**src/rtl/branch_pkg.sv**
```systemverilog
// Shared definitions for the branch prediction / resolution unit.
//  - MIPS opcode and REGIMM rt sub-opcode constants for the conditional branches
//  - 2-bit saturating counter encodings and the saturating update helper
//  - FSM state encoding for the BHT sweep-clear controller
package branch_pkg;

    localparam logic [5:0] OP_REGIMM = 6'b000001;
    localparam logic [5:0] OP_BEQ    = 6'b000100;
    localparam logic [5:0] OP_BNE    = 6'b000101;
    localparam logic [5:0] OP_BLEZ   = 6'b000110;
    localparam logic [5:0] OP_BGTZ   = 6'b000111;

    localparam logic [4:0] RT_BLTZ   = 5'b00000;
    localparam logic [4:0] RT_BGEZ   = 5'b00001;
    localparam logic [4:0] RT_BLTZAL = 5'b10000;
    localparam logic [4:0] RT_BGEZAL = 5'b10001;

    typedef logic [1:0] bht_cnt_t;

    localparam bht_cnt_t CNT_SNT = 2'b00;
    localparam bht_cnt_t CNT_WNT = 2'b01;
    localparam bht_cnt_t CNT_WT  = 2'b10;
    localparam bht_cnt_t CNT_ST  = 2'b11;

    typedef enum logic {
        ST_IDLE  = 1'b0,
        ST_CLEAR = 1'b1
    } bht_state_e;

    // Saturating 2-bit counter step: towards ST when taken, towards SNT otherwise.
    function automatic bht_cnt_t cnt_update(input bht_cnt_t cnt, input logic taken);
        bht_cnt_t result;
        result = cnt;
        if (taken) begin
            if (cnt != CNT_ST) result = cnt + 2'b01;
        end else begin
            if (cnt != CNT_SNT) result = cnt - 2'b01;
        end
        return result;
    endfunction

endpackage

```
**src/rtl/branch_cond_eval.sv**
```systemverilog
// Combinational MIPS conditional-branch evaluator.
//  op_code, rt : instruction opcode and REGIMM sub-opcode
//  srca, srcb  : rs / rt operands (signed two's complement)
//  cond        : instruction is a recognised conditional branch
//  taken       : branch condition holds (only ever 1 when cond is 1)
//  link        : bltzal/bgezal, independent of the outcome
module branch_cond_eval
    import branch_pkg::*;
#(
    parameter int XLEN = 32
) (
    input  logic [5:0]      op_code,
    input  logic [4:0]      rt,
    input  logic [XLEN-1:0] srca,
    input  logic [XLEN-1:0] srcb,
    output logic            cond,
    output logic            taken,
    output logic            link
);

    logic a_neg;
    logic a_zero;
    logic a_eq_b;

    // Signed comparisons against zero reduce to the sign bit and a zero test.
    assign a_neg  = srca[XLEN-1];
    assign a_zero = (srca == '0);
    assign a_eq_b = (srca == srcb);

    always_comb begin
        cond  = 1'b0;
        taken = 1'b0;
        link  = 1'b0;
        case (op_code)
            OP_BEQ: begin
                cond  = 1'b1;
                taken = a_eq_b;
            end
            OP_BNE: begin
                cond  = 1'b1;
                taken = !a_eq_b;
            end
            OP_BLEZ: begin
                cond  = 1'b1;
                taken = a_neg || a_zero;
            end
            OP_BGTZ: begin
                cond  = 1'b1;
                taken = !a_neg && !a_zero;
            end
            OP_REGIMM: begin
                case (rt)
                    RT_BLTZ: begin
                        cond  = 1'b1;
                        taken = a_neg;
                    end
                    RT_BGEZ: begin
                        cond  = 1'b1;
                        taken = !a_neg;
                    end
                    RT_BLTZAL: begin
                        cond  = 1'b1;
                        taken = a_neg;
                        link  = 1'b1;
                    end
                    RT_BGEZAL: begin
                        cond  = 1'b1;
                        taken = !a_neg;
                        link  = 1'b1;
                    end
                    default: begin
                        cond  = 1'b0;
                    end
                endcase
            end
            default: begin
                cond = 1'b0;
            end
        endcase
    end

endmodule

```
**src/rtl/branch_predict_resolve.sv**
```systemverilog
// Branch unit: 2-bit saturating-counter BHT predictor plus execute-stage resolver.
//  clk, rst_n          : clock, asynchronous active-low reset
//  pred_pc/pred_taken  : fetch-side lookup (combinational, forced 0 while clearing)
//  res_valid, res_pc, op_code, rt, srca, srcb, res_pred_taken : resolution request
//  is_branch, is_link  : same-cycle resolution results (gated by res_valid)
//  out_valid, out_taken, mispredict : registered resolution results, 1 cycle later
//  bht_clr, busy       : BHT sweep-clear request and in-progress flag
//  branch_cnt, mispred_cnt : saturating statistics counters
module branch_predict_resolve
    import branch_pkg::*;
#(
    parameter int XLEN      = 32,
    parameter int BHT_DEPTH = 64,
    parameter int CNT_W     = 32
) (
    input  logic             clk,
    input  logic             rst_n,
    input  logic [XLEN-1:0]  pred_pc,
    output logic             pred_taken,
    input  logic             res_valid,
    input  logic [XLEN-1:0]  res_pc,
    input  logic [5:0]       op_code,
    input  logic [4:0]       rt,
    input  logic [XLEN-1:0]  srca,
    input  logic [XLEN-1:0]  srcb,
    input  logic             res_pred_taken,
    output logic             is_branch,
    output logic             is_link,
    output logic             out_valid,
    output logic             out_taken,
    output logic             mispredict,
    input  logic             bht_clr,
    output logic             busy,
    output logic [CNT_W-1:0] branch_cnt,
    output logic [CNT_W-1:0] mispred_cnt
);

    localparam int IDX_W = $clog2(BHT_DEPTH);

    bht_cnt_t          bht_reg [BHT_DEPTH];
    bht_state_e        state_reg;
    logic [IDX_W-1:0]  clr_idx_reg;
    logic              busy_reg;
    logic              out_valid_reg;
    logic              out_taken_reg;
    logic              mispredict_reg;
    logic [CNT_W-1:0]  branch_cnt_reg;
    logic [CNT_W-1:0]  mispred_cnt_reg;

    logic [IDX_W-1:0]  pred_idx;
    logic [IDX_W-1:0]  res_idx;
    logic              cond;
    logic              taken;
    logic              link;
    logic              resolved_taken;
    logic              mispred_now;
    logic              train_en;
    logic              clr_start;
    logic              clr_last;

    // Word-aligned PCs: the two low bits carry no information for indexing.
    assign pred_idx = pred_pc[IDX_W+1:2];
    assign res_idx  = res_pc[IDX_W+1:2];

    logic unused_pc_bits;
    assign unused_pc_bits = ^{pred_pc[XLEN-1:IDX_W+2], pred_pc[1:0],
                              res_pc[XLEN-1:IDX_W+2], res_pc[1:0]};

    branch_cond_eval #(
        .XLEN (XLEN)
    ) u_cond_eval (
        .op_code (op_code),
        .rt      (rt),
        .srca    (srca),
        .srcb    (srcb),
        .cond    (cond),
        .taken   (taken),
        .link    (link)
    );

    assign resolved_taken = res_valid && taken;
    assign mispred_now    = res_valid && (resolved_taken != res_pred_taken);
    assign train_en       = res_valid && cond && (state_reg == ST_IDLE);
    assign clr_start      = (state_reg == ST_IDLE) && bht_clr;
    assign clr_last       = (clr_idx_reg == IDX_W'(BHT_DEPTH - 1));

    // Read-before-write: the lookup sees the stored value, never the pending update.
    assign pred_taken = (state_reg == ST_IDLE) && bht_reg[pred_idx][1];
    assign is_branch  = resolved_taken;
    assign is_link    = res_valid && link;

    assign out_valid   = out_valid_reg;
    assign out_taken   = out_taken_reg;
    assign mispredict  = mispredict_reg;
    assign busy        = busy_reg;
    assign branch_cnt  = branch_cnt_reg;
    assign mispred_cnt = mispred_cnt_reg;

    // BHT storage: the sweep and training never write in the same cycle because
    // training is only enabled in IDLE.
    always_ff @(posedge clk or negedge rst_n) begin
        if (!rst_n) begin
            for (int i = 0; i < BHT_DEPTH; i++) begin
                bht_reg[i] <= CNT_WNT;
            end
        end else if (state_reg == ST_CLEAR) begin
            bht_reg[clr_idx_reg] <= CNT_WNT;
        end else if (train_en) begin
            bht_reg[res_idx] <= cnt_update(bht_reg[res_idx], taken);
        end
    end

    // Sweep-clear FSM; a clear request while already clearing is ignored.
    always_ff @(posedge clk or negedge rst_n) begin
        if (!rst_n) begin
            state_reg   <= ST_IDLE;
            clr_idx_reg <= '0;
            busy_reg    <= 1'b0;
        end else begin
            case (state_reg)
                ST_IDLE: begin
                    if (bht_clr) begin
                        state_reg   <= ST_CLEAR;
                        clr_idx_reg <= '0;
                        busy_reg    <= 1'b1;
                    end
                end
                ST_CLEAR: begin
                    clr_idx_reg <= clr_idx_reg + 1'b1;
                    if (clr_last) begin
                        state_reg <= ST_IDLE;
                        busy_reg  <= 1'b0;
                    end
                end
                default: begin
                    state_reg <= ST_IDLE;
                    busy_reg  <= 1'b0;
                end
            endcase
        end
    end

    // Registered resolution results; non-branches report not-taken.
    always_ff @(posedge clk or negedge rst_n) begin
        if (!rst_n) begin
            out_valid_reg  <= 1'b0;
            out_taken_reg  <= 1'b0;
            mispredict_reg <= 1'b0;
        end else begin
            out_valid_reg  <= res_valid;
            out_taken_reg  <= resolved_taken;
            mispredict_reg <= mispred_now;
        end
    end

    // Statistics keep counting during a sweep; only the sweep start zeroes them.
    always_ff @(posedge clk or negedge rst_n) begin
        if (!rst_n) begin
            branch_cnt_reg  <= '0;
            mispred_cnt_reg <= '0;
        end else if (clr_start) begin
            branch_cnt_reg  <= '0;
            mispred_cnt_reg <= '0;
        end else begin
            if (res_valid && cond && !(&branch_cnt_reg)) begin
                branch_cnt_reg <= branch_cnt_reg + CNT_W'(1);
            end
            if (mispred_now && !(&mispred_cnt_reg)) begin
                mispred_cnt_reg <= mispred_cnt_reg + CNT_W'(1);
            end
        end
    end

endmodule

```
**config.mk**
```make
export PLATFORM = sky130hd
export DESIGN_NAME = branch_predict_resolve
export DESIGN_NICKNAME = d
export VERILOG_FILES = /design/src/rtl/branch_pkg.sv /design/src/rtl/branch_cond_eval.sv /design/src/rtl/branch_predict_resolve.sv
export SDC_FILE = /design/constraint.sdc
export NUM_CORES = 1
export LEC_CHECK = 0
export ABC_AREA = 1
export CAP_MARGIN = 20
export CORE_UTILIZATION = 60
export DETAILED_ROUTE_END_ITERATION = 6
export PLACE_DENSITY = 0.87
export SLEW_MARGIN = 20
export SYNTH_ARGS = -nofsm -noshare
export SYNTH_HDL_FRONTEND = slang
export SYNTH_SLANG_ARGS = --single-unit
```
**constraint.sdc**
```tcl
create_clock -name clk -period 4.1 [get_ports clk]
set_input_delay 0.41 -clock clk [delete_from_list [all_inputs] [get_ports clk]]
set_output_delay 0.41 -clock clk [all_outputs]
set_load 0.01 [all_outputs]
```
==> results by group <==
Route
  • Vias/cell: 6.03
  • Overall via count from detail_route: 16700
  • Met1 wire length: 18.4 mm
  • Post-route ant nets: 0
  • Wire length per cell: 17.4 um
  • WL final: 48.0 mm
  • DRT iter0 DRCs: 2196
  • DR WL met2: 21.9 mm
  • Max layer used: met4
  • # DRC: 1
  • TritonRoute pass-1 iters: 7
  • Met3 wire length: 5.45 mm

Worst setup path
  • Reg2reg end: clr_idx_reg[3]
  • Cell depth of the worst flop-to-flop path: 7
  • Largest stage delay, worst path: 0.73 ns
  • Crit. End Element: output pin
  • Critical path peak fanout: 30
  • Crit Path Class: primary input to output pin
  • Type of origin of the critical path: primary input
  • Slowest CP cell: inv_1
  • Worst R2R Setup Slack: 1.19 ns
  • Crit-path cells: clkdlybuf4s50_1 -> inv_1 -> o21ai_0 -> o211ai_1 -> nand3_1 -> nand2_1 -> o211ai_1 -> a21oi_1 -> clkdlybuf4s50_1
  • Worst r2r src: state_reg
  • Required @ worst endpoint: 3.69 ns
  • Crit path arrival time: 3.26 ns

Clock network
  • Clk_lat worst skew: 0.53 ns
  • CTS tree: done
  • Clock sinks: 203
  • CTS root buf: clkbuf_16
  • Longest Clk Path Bufs: 3
  • H-tree Lvls: 1
  • TritonCTS Buffers: 24
  • Reg clk slew, reported paths: 0.06 ns

STA
  • RSZ-0062 raised after global routing: false
  • Final Hold Vio Count: 0
  • Worst-Margin Slew: 1.27 ns
  • Slew Limit Fails: 0
  • Fmax: 272 MHz
  • Setup ws final: 0.429 ns
  • Setup TNS: 0 ns
  • Fin crit period: 3.67 ns
  • Final setup violation count: 0
  • Hold slack: 0.469 ns
  • Fin crit share: 89.5%
  • Max_slew headroom: 15.0%
  • Clk_skew: 0.0167 ns

Logic synthesis
  • Synth Net Count: 2467
  • Post-synthesis sequential area ratio: 34.6%
  • Ys Warns: 0
  • Syn Area/Cell: 6.43 um^2
  • Yosys cell types: 38
  • Synthesis-stage register bit count: 203
  • Gate Count Post-Synth: 2320
  • Post-Syn Area: 14900 um^2

Die
  • I/O pin count: 215
  • Die H: 160 um
  • Core Region: 24300 um^2
  • Initial core utilization: 61.3%
  • Die width: 160 um
  • Full die area: 25500 um^2
  • Site Rows: 57

Layout
  • Ratio of cells with drive above 1 in the final layout: 6.68%
  • Max FFs per register: 128
  • Area growth, synth to finish: 17.5%
  • Final std cells w/o fill: 2764
  • ANT cells: 0
  • Layout Nets: 2569

Place
  • RD Place Congestion: 0.966
  • Cells after DPL: 2719
  • HPWL after DPL: 31.9 mm
  • I/O Buffers: 162
  • Place WS: 0.586 ns

Pwr
  • PwrDens: 515 nW/um^2
  • VDD IR max: 327 uV
  • Final Total Pwr: 9030 uW
  • Pleak: 0.00763 uW

Hold path
  • Worst Hold Class: primary input to asynchronous set/reset pin

Global routing
  • Initial antenna violation count: 0
  • Global-route wire length before repair: 77.6 mm
  • Vias in the first global route: 15600
  • GR Util All Layers: 37.2%
  • Total gr overflow: 0
  • Largest net degree at the start of global routing: 90

Status
  • Failing checks: design-rule violations
  • Outcome: complete, but fails checks

Job
  • Max_cap viols: 0
critical path, delay by kind of cell:
kind | cells | cell delay [ns]
AOI/OAI and AO/OA | 4 | 0.83
buffers and inverters | 3 | 1.75
and+or+nand+nor | 2 | 0.26
Yosys cell counts (all sizes together):
cell type / count / area share (%)
or2: 1 / 0.042
a2bb2oi: 1 / 0.059
nor3: 79 / 2.7
inv: 197 / 5.0
dfstp: 64 / 11
xor2: 25 / 1.5
a22oi: 6 / 0.30
o21a: 3 / 0.15
a21oi: 51 / 1.7
a31oi: 16 / 0.67
o21bai: 51 / 2.6
o31ai: 7 / 0.35
o22ai: 1 / 0.042
nand2: 696 / 18
mux2i: 1 / 0.067
o211ai: 15 / 0.76
clkinv: 8 / 0.20
buf: 52 / 2.1
ha: 3 / 0.25
nor2: 224 / 5.6
nor3b: 1 / 0.050
a22o: 1 / 0.059
clkbuf: 67 / 1.7
o21ai: 226 / 7.6
xnor2: 40 / 2.3
nand4: 22 / 0.92
nor4: 16 / 0.67
dfrtp: 139 / 23
nand3: 307 / 10
metrics by stage:
step | area, um^2 | util, %
floorplan | 14900 | -
global placement | 16700 | 68.7
detailed placement | 16700 | 68.7
CTS | 17500 | 72.0
global route | 17500 | 72.1
finish | 17500 | 72.1
cell type report:
cell class                 count  area (um^2)
inverter                     205          774
timing repair buffer         195         1910
sequential                   203         5160
tap                          324          405
clock buffer                  34          729
fill                        1989         6800
clock inverter                10         77.6
multi-input combinational   1793         8470
report_power, final:
| part | internal, uW | leakage [uW] | total [uW] | switching (uW) |
|---|---|---|---|---|
| Clock | 1300 | 0.000406 | 2200 | 905 |
| Sequential | 2910 | 0.00251 | 3530 | 620 |
| Combinational | 1250 | 0.00471 | 3300 | 2060 |
logic make-up after synthesis:
group / Yosys count / share of synthesized area, %
AOI/OAI and AO/OA: 378 / 14.3
xor gates and xnor gates: 65 / 3.82
adders and majority gates: 3 / 0.252
buffers and inverters: 324 / 8.99
DFF: 203 / 34.6
muxes: 1 / 0.0671
and+or+nand+nor: 1346 / 38.0
layout by cell type (no fill, tap or decap), types with 22 or more instances in the layout:
cell type,synthesis,routed
dfstp_2,64,64
xor2_1,25,25
o21ai_1,53,53
nand3_1,307,307
buf_4,0,30
inv_1,195,194
o21ai_0,172,172
a21oi_1,50,50
nand2_1,690,689
nand4_1,22,22
clkbuf_16,0,25
clkdlybuf4s50_1,0,160
o21bai_1,51,51
nor2_1,224,223
nor3_1,78,71
dfrtp_1,139,138
xnor2_1,40,40
timing repair:
item	in CTS	in global routing
setup buffers	0	0
resized for setup	0	0
hold endpoints to repair	71	0
hold buffers	1	0
worst max path at each step:
stage,from,end,slack (ns)
floorplan,pred_pc[2],pred_taken,2.04
global placement,pred_pc[3],pred_taken,0.63
detailed placement,pred_pc[3],pred_taken,0.59
CTS,pred_pc[3],pred_taken,0.57
global route,pred_pc[3],pred_taken,0.40
finish,pred_pc[3],pred_taken,0.43
metal layers:
metal	up-vias	GRT usage [%]
met5	-	0
met4	0	18.1
met3	193	6.81
met2	997	60.0
met1	7644	48.2
li1	7832	-
Power figures use the tool's default switching activity.
